### config.mk
export PLATFORM = sky130hd
export DESIGN_NAME = bcd2bin
export DESIGN_NICKNAME = d
export VERILOG_FILES = /design/src/rtl/bcd2bin.sv
export SDC_FILE = /design/constraint.sdc
export NUM_CORES = 1
export LEC_CHECK = 0
export CAP_MARGIN = 20
export CORE_ASPECT_RATIO = 0.6
export CORE_UTILIZATION = 40
export DETAILED_ROUTE_END_ITERATION = 6
export DONT_BUFFER_PORTS = 1
export SYNTH_ARGS = -nofsm -noshare
export SYNTH_HDL_FRONTEND = slang
export SYNTH_SLANG_ARGS = --single-unit
export TNS_END_PERCENT = 20
### constraint.sdc
create_clock -name clk -period 1.7 [get_ports clk]
set_clock_uncertainty 0.1 [all_clocks]
set_input_delay 0.17 -clock clk [delete_from_list [all_inputs] [get_ports clk]]
set_output_delay 0.17 -clock clk [all_outputs]
set_load 0.02 [all_outputs]
### src/rtl/bcd2bin.sv
// bcd2bin -- multi-cycle BCD-to-binary converter (reverse double-dabble).
//
// Accepts DIGITS packed BCD digits and returns the unsigned binary value.
// Each SHIFT cycle moves the {bcd, bin} register pair one bit to the right.
// After that move, every BCD nibble that reads >= 8 has 3 subtracted.
// A conversion takes 4*DIGITS shift cycles plus one FINISH cycle.
// The start/done handshake mirrors bin2BCD, so the two can be chained.
//
// Ports
//   clk      in   1      rising-edge clock
//   rst      in   1      synchronous active-high reset; aborts a running conversion
//   start    in   1      conversion request, sampled only while idle
//   dig1000  in   4      thousands digit
//   dig100   in   4      hundreds digit
//   dig10    in   4      tens digit
//   dig1     in   4      units digit
//   bin      out  BIN_W  result, held until the next completion
//   busy     out  1      high while shifting
//   done     out  1      one-cycle pulse when bin/err are updated
//   err      out  1      last accepted request contained a digit > 9
module bcd2bin #(
  parameter int DIGITS = 4,
  parameter int BIN_W  = 16
) (
  input  logic             clk,
  input  logic             rst,
  input  logic             start,
  input  logic [3:0]       dig1000,
  input  logic [3:0]       dig100,
  input  logic [3:0]       dig10,
  input  logic [3:0]       dig1,
  output logic [BIN_W-1:0] bin,
  output logic             busy,
  output logic             done,
  output logic             err
);

  localparam int SR_W  = 4 * DIGITS;
  localparam int CNT_W = $clog2(SR_W) + 1;
  localparam logic [CNT_W-1:0] LAST_CNT = CNT_W'(SR_W - 1);

  typedef enum logic [1:0] {S_IDLE, S_SHIFT, S_FINISH} state_t;

  state_t              r_state;
  state_t              w_state_nxt;
  logic [SR_W-1:0]     r_bcd_sr;
  logic [SR_W-1:0]     r_bin_sr;
  logic [CNT_W-1:0]    r_cnt;
  logic [BIN_W-1:0]    r_bin;
  logic                r_busy;
  logic                r_done;
  logic                r_err;

  logic [3:0]          w_dig [4];
  logic [SR_W-1:0]     w_bcd_in;
  logic                w_bad;
  logic [2*SR_W-1:0]   w_step;
  logic                w_load;
  logic                w_reject;
  logic                w_shift;
  logic                w_last;
  logic                w_finish;

  // One reverse double-dabble iteration: shift right, then pull every
  // nibble that crossed into the 8..15 range back down by 3.
  function automatic logic [2*SR_W-1:0] dabble_step(input logic [2*SR_W-1:0] v);
    logic [2*SR_W-1:0] s;
    s = v >> 1;
    for (int d = 0; d < DIGITS; d++) begin
      if (s[SR_W + 4*d +: 4] >= 4'd8)
        s[SR_W + 4*d +: 4] = s[SR_W + 4*d +: 4] - 4'd3;
    end
    return s;
  endfunction

  assign w_dig[0] = dig1;
  assign w_dig[1] = dig10;
  assign w_dig[2] = dig100;
  assign w_dig[3] = dig1000;

  // Pack the digit ports into the BCD register image and flag any non-decimal nibble.
  always_comb begin
    w_bcd_in = '0;
    w_bad    = 1'b0;
    for (int i = 0; i < 4; i++) begin
      if (i < DIGITS) begin
        w_bcd_in[4*i +: 4] = w_dig[i];
        if (w_dig[i] > 4'd9) w_bad = 1'b1;
      end
    end
  end

  assign w_step = dabble_step({r_bcd_sr, r_bin_sr});

  // FSM state register
  always_ff @(posedge clk) begin
    if (rst) r_state <= S_IDLE;
    else     r_state <= w_state_nxt;
  end

  // FSM next-state logic; a rejected request completes in IDLE without shifting
  always_comb begin
    w_state_nxt = r_state;
    case (r_state)
      S_IDLE:   if (start && !w_bad) w_state_nxt = S_SHIFT;
      S_SHIFT:  if (r_cnt == LAST_CNT) w_state_nxt = S_FINISH;
      S_FINISH: w_state_nxt = S_IDLE;
      default:  w_state_nxt = S_IDLE;
    endcase
  end

  // FSM output decode: datapath strobes
  always_comb begin
    w_load   = 1'b0;
    w_reject = 1'b0;
    w_shift  = 1'b0;
    w_last   = 1'b0;
    w_finish = 1'b0;
    case (r_state)
      S_IDLE: begin
        w_load   = start && !w_bad;
        w_reject = start &&  w_bad;
      end
      S_SHIFT: begin
        w_shift = 1'b1;
        w_last  = (r_cnt == LAST_CNT);
      end
      S_FINISH: w_finish = 1'b1;
      default: ;
    endcase
  end

  // Datapath and registered outputs
  always_ff @(posedge clk) begin
    if (rst) begin
      r_bcd_sr <= '0;
      r_bin_sr <= '0;
      r_cnt    <= '0;
      r_bin    <= '0;
      r_busy   <= 1'b0;
      r_done   <= 1'b0;
      r_err    <= 1'b0;
    end else begin
      r_done <= 1'b0;
      if (w_reject) begin
        r_bin  <= '0;
        r_err  <= 1'b1;
        r_done <= 1'b1;
      end
      if (w_load) begin
        r_err    <= 1'b0;
        r_bcd_sr <= w_bcd_in;
        r_bin_sr <= '0;
        r_cnt    <= '0;
        r_busy   <= 1'b1;
      end
      if (w_shift) begin
        {r_bcd_sr, r_bin_sr} <= w_step;
        r_cnt                <= r_cnt + 1'b1;
        // busy covers exactly the shift cycles, so it drops on entry to FINISH
        if (w_last) r_busy <= 1'b0;
      end
      if (w_finish) begin
        r_bin  <= BIN_W'(r_bin_sr);
        r_done <= 1'b1;
        r_busy <= 1'b0;
      end
    end
  end

  assign bin  = r_bin;
  assign busy = r_busy;
  assign done = r_done;
  assign err  = r_err;

endmodule
## Word level (Yosys, flattened, before mapping)

Cells that the tools add are included.
W data, S select, Z words.

- Flip-flop bits (word level): 58
- Word-level logic and storage cells: 64
- Output and inout bits: 19

- Reductions and logical operators: 9
- Order comparisons: 8
- $add $sub $neg: 5
- Eq/ne operators: 5
- Muxes and demuxes: 29

Operators by type and width:

| operator | count |
|---|---|
| $mux W16 | 6 |
| $gt A4 B4 Y1 const B | 4 |
| $mux W4 | 4 |
| $mux W1 | 14 |
| $ge A4 B4 Y1 const B | 3 |
| $sub A4 B2 Y4 const B | 3 |
| $mux W5 | 2 |
| $add A5 B1 Y5 const B | 1 |
| $eq A5 B4 Y1 const B | 1 |
| $ge A3 B4 Y1 const B | 1 |
| $mux W2 | 2 |
| $ne A2 B2 Y1 const B | 2 |
| $pmux W2 S2 | 1 |
| $reduce_bool A2 Y1 | 2 |
| $reduce_or A2 Y1 | 2 |
| $sub A3 B2 Y4 const B | 1 |
| $eq A2 B1 Y1 const B | 1 |
| $eq A2 B2 Y1 const B | 1 |
| $logic_and A1 B1 Y1 | 2 |
| $logic_not A2 Y1 | 1 |
| $reduce_and A2 Y1 | 1 |
| $logic_not A1 Y1 | 1 |

## Longest topological paths before layout

Gate-level depths: netlist (run 1).

- Depth after elaboration: 11
- Gate-level depth with buffers: 6

## Worst setup path before layout (run 1)

OpenSTA, ideal clock, no wires.

- Path type: register to register
- From: reg r_cnt[0]
- To: reg r_busy (netlist: busy)
- Cell stages (with the launch flop): 7
- Data arrival time: 1.339 ns
- Library setup time: 0.112 ns
- Buffers on the path: 0
- Path slack: 0.149 ns
- Path through: dfxtp_1 ha_1 and3_1 ha_1 inv_1 o21ai_0 a2111oi_1

- Cells in the longest elaborated chain, start to end: 4

Ends and longest elaborated chain:

| element | RTL line | source |
|---|---|---|
| start: declaration | 48 | `logic [CNT_W-1:0] r_cnt;` |
| start signal: assignment | 159 | `r_cnt <= r_cnt + 1'b1;` |
| $eq A5 B4 Y1 | 126 | `w_last = (r_cnt == LAST_CNT);` |
| $mux W1 | 119 | `case (r_state)` |
| $mux W1 | 161 | `if (w_last) r_busy <= 1'b0;` |
| $mux W1 | 157 | `if (w_shift) begin` |
| end signal: assignment | 155 | `r_busy <= 1'b1;` |
| end signal: assignment | 161 |  |
| end signal: assignment | 166 | `r_busy <= 1'b0;` |
| end: declaration | 50 | `logic r_busy;` |

Every way passes these cells.
A chain may end at the register's enable or synchronous reset.

## Final worst setup path (run 1)

- From: reg r_state[1]
- To: reg r_bcd_sr[10]

- Cells in the longest elaborated chain, start to end: 3
- Elaborated cells on any way between the ends: 6
- Those cells by class: eq/ne: 1; mux: 3; reduce/logical: 2

Ends and longest elaborated chain:

| element | RTL line | source |
|---|---|---|
| start: declaration | 44 | `state_t r_state;` |
| start signal: assignment | 98 | `else r_state <= w_state_nxt;` |
| $eq A2 B1 Y1 / $logic_not A2 Y1 (equally long branches) | 119 |  |
| $mux W1 | 119 |  |
| $mux W16 / $reduce_bool A2 Y1 (equally long branches) | -- |  |
| end signal: assignment | 152 | `r_bcd_sr <= w_bcd_in;` |
| end signal: assignment | 158 | `{r_bcd_sr, r_bin_sr} <= w_step;` |
| end: declaration | 46 | `logic [SR_W-1:0] r_bcd_sr;` |

Several ways; a longest one is shown, not always the timed one.

==> impl_metrics.ini, run 1 <==
[run_status]
status = finished, final reports clean

[worst_setup_path]
regToRegSetupSlack_ns = 0.11
worstSetupPathType = reg -> reg
cp-startpoint = r_state[1]
slowest_stage = dfxtp_1
timing.rr.start = r_state[1]
critPathTopFamily = flip-flops
crit_arrival_ns = 1.72
cp-end-kind = register
cp_max_fo = 28
critPathLaunchType = register
crit_buf_inv = 2
worstPathCellList = nand2b_1, buf_8, o21ai_0, buf_4, o221a_1
cp_slowest_stage_delay_ns = 0.40
required_ns = 1.83

[sta]
hold_viol_final = 0
fin_crit_sh = 0.936
whs_ns = 0.0279
setup_viol = 0
slew_violations = 0
tightestPinTransition_ns = 0.698
tns_ns = 0
grt_setup_unrepaired = false
fin_crit_ns = 1.59
timing.slew.headroom = 0.534
fmax_mhz = 628

[logic_synthesis]
yosysTopAreaCellShare = 0.438
yosysTopAreaCell = dfxtp_1
synth_edf_count = 0
yosys-top-cells-area = dfxtp_1 (44%), a21oi_1 (5.3%), a22oi_1 (4.5%)
synthFlopType = dfxtp_1
synth_seq_cells = 58
synthDistinctLibCells = 44
syn-num-nets = 307
ys_seq_area_frac = 0.438
avgSynthCellArea_um2 = 9.46
async_reset_ff_frac = 0
ys.warnings.count = 0
synth_area_um2 = 2650
syn_inst = 280

[cts]
cts_buffers = 9
ctsLongestPathBuffers = 2
clock_latency_ns = 0.34
post_cts_buffers = 0
numClockSinks = 58
cts_tree = yes
htree_levels = 3
root_buffer = clkbuf_8
clk_pin_slew_worst_paths_ns = 0.06

[routing]
drtPass1Iterations = 6
viasPerCell = 5.78
drc = 0
via_count = 2259
ant_nets = 0
wl_per_cell_um = 17.7
wl_um = 6940
drtIter0Drc = 144

[finish]
final_nets = 330
drive_gt1_frac = 0.163
regArea_um2 = 1160
n_fill_cell = 573
area_growth_pct = 20.6
antenna_cells = 0
multiInputGateArea_um2 = 1340
design_area_um2 = 3200

[place]
gp_congestion = 0.772
hpwl_um = 4260
place_area_um2 = 2790
io_buffers = 0

[floorplan]
dieArea_um2 = 6970
row_count = 22
core-area_um2 = 6250
start_util = 0.424
die_x_um = 107
die_h_um = 65.1
num_io_pins = 38

[grt]
grt_max_degree = 42
grt_pass1_wl_um = 11100
track_usage = 0.215
grt_overflow_total = 0
grt_pass1_vias = 2109
grt_antenna_before_repair = 0

[hold_path]
hold_class = in -> reg
worstHoldStart = rst

[power_and_ir_drop]
p_leak_nw = 1.18
ir_worst_vdd_v = 0.000397
power.density_nw_per_um2 = 959

[run]
maxCapViolations = 0
## worst register-to-register path, cell delays in order, from the launching register on
cell and delay, ns:
dfxtp_1 0.40, nand2b_1 0.21, buf_8 0.22, o21ai_0 0.16, buf_4 0.17, o221a_1 0.22
## synth_stat cells, types with 4 or more instances
master    instances
nand3b_1         16
nor2_1            8
buf_2             6
ha_1              8
o21ai_1           4
a22o_1            6
nand2_1           5
dfxtp_1          58
a22oi_1          16
o21ai_0          15
a22o_2           10
inv_1             9
nor2b_1           6
a311oi_1         12
clkbuf_1         14
nand3_1          15
a21oi_1          28
## repair_timing
action | CTS | global route
hold buffers | 18 | 0
hold endpoints to repair | 41 | 0
pin swaps | 0 | 1
gates resized for setup | 1 | 3
setup endpoints to repair | 17 | 5
## path summary, 6_finish.rpt
| path | endpoint | depth (start not counted) |
|---|---|---|
| setup / recovery | r_bcd_sr[10] | 5 |
| hold / removal | bin[6] | 2 |
| setup reg to reg | r_bcd_sr[10] | 5 |
| hold reg to reg | r_bin_sr[15] | 2 |
## per-layer routing
metal,vias up,share of wire,GRT usage
met5,-,0,0
met4,0,0.013,0.0908
met3,13,0.060,0.0664
met2,63,0.41,0.291
met1,1086,0.52,0.309
li1,1097,-,-
## metrics by stage
stage          power [mW]  setup slack, ns  instances  utilization
5_1_grt              3.16           0.0153        391        0.511
4_1_cts              3.07           0.0153        391        0.510
3_3_place_gp         1.70          -0.0393        358        0.446
6_report             3.06            0.108        391        0.511
3_5_place_dp         1.70           -0.107        358        0.446
2_1_floorplan        1.64            0.149        280            -
## sequential cells by signal, summed over array words and instances (netlist names)
name and flops:
r_state 2, r_bcd_sr 16, err 1, r_bin_sr 16
done 1, r_cnt 5, bin 16, busy 1
## cells in the final DEF (no fill, tap or decap), types with 4 or more instances in the layout
| cell type | n |
|---|---|
| a21oi_1 | 28 |
| ha_1 | 7 |
| dlygate4sd3_1 | 17 |
| o21ai_0 | 15 |
| a22oi_1 | 16 |
| a22o_1 | 6 |
| nand3b_1 | 16 |
| nor2b_1 | 6 |
| nand3_1 | 15 |
| nand2_1 | 5 |
| buf_4 | 17 |
| dfxtp_1 | 58 |
| a311oi_1 | 12 |
| o21ai_1 | 4 |
| nor2_1 | 7 |
| clkbuf_8 | 12 |
| inv_1 | 9 |
| a22o_2 | 10 |
## power by group
part | total, mW | switching [mW] | internal (mW)
Clock | 1.33 | 0.543 | 0.787
Combinational | 0.294 | 0.160 | 0.134
Sequential | 1.44 | 0.0435 | 1.40
Total | 3.06 | 0.747 | 2.32
## cells by family after synthesis
family | count (synthesis) | synth area share
AO/OA/AOI/OAI | 111 | 0.301
AND/OR/NAND/NOR | 62 | 0.141
flip-flops | 58 | 0.438
buffers and inverters | 34 | 0.0585
adder cells (fa/ha/maj) | 8 | 0.0378
XOR/XNOR | 6 | 0.0198
multiplexers | 1 | 0.00425
## layout make-up
class                   count  area share
multi-input cells         188       0.419
flip-flops and latches     58       0.363
repair buffers             37       0.110
clock buffers              13      0.0529
well taps                  84      0.0329
clock inverters             2      0.0110
inverters                   9      0.0106
(Power assumes the default switching activity.)
==> run 2: changes to the inputs <==
- CORE_UTILIZATION: 40 -> 35
==> impl_metrics.ini, run 2 (synthesis gave the netlist of run 1 again) <==
[cts]
post_cts_buffers = 0
root_buffer = clkbuf_16
cts_buffers = 9
cts_tree = yes
clock_latency_ns = 0.32
ctsLongestPathBuffers = 2
numClockSinks = 58
htree_levels = 3
clk_pin_slew_worst_paths_ns = 0.05

[worst_setup_path]
critPathLaunchType = register
worstSetupPathType = reg -> reg
r2r_cells = 5
required_ns = 1.82
cp-end-kind = register
crit_arrival_ns = 1.68
timing.rr.start = r_state[1]
cp_max_fo = 14
r2r-end = busy
regToRegSetupSlack_ns = 0.13

[hold_path]
min_to = bin[4]
worstHoldStart = rst
hold_depth = 2
hold_class = in -> reg

[place]
io_buffers = 0
hpwl_um = 4240
placedCellCount = 377
gp_congestion = 0.788
place_ws_ns = -0.0138

[power_and_ir_drop]
netSwitchingFraction = 0.225
power.density_nw_per_um2 = 1060
p_comb_frac = 0.083
power.total_mw = 3.50
p_switching_uw = 788
p_leak_nw = 1.22
internal_power_mw = 2.71
ir_worst_vdd_v = 0.000489
p_clk_frac = 0.505
pwr-share-seq = 0.412

[run_status]
status = finished, final reports clean

[finish]
area_growth_pct = 24.8
layout_common_cells = dfxtp_1 (58), a21oi_1 (28), dlygate4sd3_1 (17)
fin_cells = 411
final_nets = 329
final_common_cell = dfxtp_1
fin_util = 0.453
drive_gt1_frac = 0.163
antenna_cells = 0

[sta]
fin_crit_sh = 0.922
slew_violations = 0
grt_setup_unrepaired = false
tightestPinTransition_ns = 0.641
setup_viol = 0
timing.slew.headroom = 0.573
fin_crit_ns = 1.57
worst_slack_ns = 0.133
fmax_mhz = 638
hold_viol_final = 0

[grt]
grt_pass1_wl_um = 11200
grt_max_degree = 42
grt_overflow_total = 0
track_usage = 0.183
grt_antenna_before_repair = 0
grt_pass1_vias = 2098

[floorplan]
dieArea_um2 = 7930
die_h_um = 69.4
die_x_um = 114
start_util = 0.363
core-area_um2 = 7300
row_count = 24
num_io_pins = 38

[run]
maxCapViolations = 0

[routing]
wl_per_cell_um = 16.5
ant_nets = 0
drtPass1Iterations = 5
via_count = 2280
drtIter0Drc = 236
drc = 0
wl_um = 6780
viasPerCell = 5.55
## run 2: cell count changes in the layout (fill, tap and decap cells not counted)
cell       previous run  this run
buf_4                17        16
buf_6                 0         1
buf_8                 1         0
bufinv_16             1         0
clkbuf_16             0         9
clkbuf_8             12         5
## run 2: power by group through the flow
stage                     clock network (mW)  logic (mW)  registers (mW)
after global routing                    1.87       0.320            1.44
after global placement                     0       0.226            1.47
final                                   1.77       0.291            1.44
after CTS                               1.81       0.288            1.44
after floorplan                            0       0.184            1.46
after detailed placement                   0       0.233            1.47
## run 2: layer usage
| layer | wire length, um | vias up | track usage |
|---|---|---|---|
| li1 | - | 1096 | - |
| met1 | 3340 | 1100 | 0.260 |
| met2 | 2730 | 79 | 0.239 |
| met3 | 688 | 5 | 0.0970 |
| met4 | 23 | 0 | 0.0375 |
| met5 | 0 | - | 0 |
## run 2: area by class of cell
cell class                 instances  area, um2
inverter                           9       33.8
multi-input combinational        188       1340
tap                              104        130
sequential                        58       1160
clock inverter                     1       5.00
clock buffer                      15        298
timing repair buffer              36        342
fill                             678       3990
## run 2: what timing repair did
action | 4_1_cts | 5_1_grt
pin swaps | 0 | 1
gates cloned | 0 | 0
endpoints found under the setup margin | 12 | 1
hold endpoints to repair | 41 | 0
gates resized for setup | 1 | 2
hold buffers | 18 | 0
## run 2: worst max-delay path by stage
stage | start | to | cells after the start
6_report | r_state[1] | busy | 5
5_1_grt | r_state[1] | busy | 5
4_1_cts | r_cnt[0] | busy | 6
3_5_place_dp | r_state[1] | r_cnt[0] | 3
3_3_place_gp | r_state[1] | r_cnt[0] | 3
2_1_floorplan | r_cnt[0] | busy | 6
## run 2: worst max-delay path, stage by stage (launching register included)
cell and delay (ns):
dfxtp_1 0.31, buf_4 0.16, nor2_1 0.25, buf_6 0.22, a21oi_1 0.08, a2111oi_1 0.33
## run 2: through the flow
step / hold slack [ns] / setup TNS, ns / area (um2)
after global routing: 0.0523 / 0 / 3310
after global placement: 0.148 / 0 / 2810
final: 0.0503 / 0 / 3310
after detailed placement: 0.148 / -0.0162 / 2810
after CTS: 0.0399 / 0 / 3300
after floorplan: 0.241 / 0 / 2650
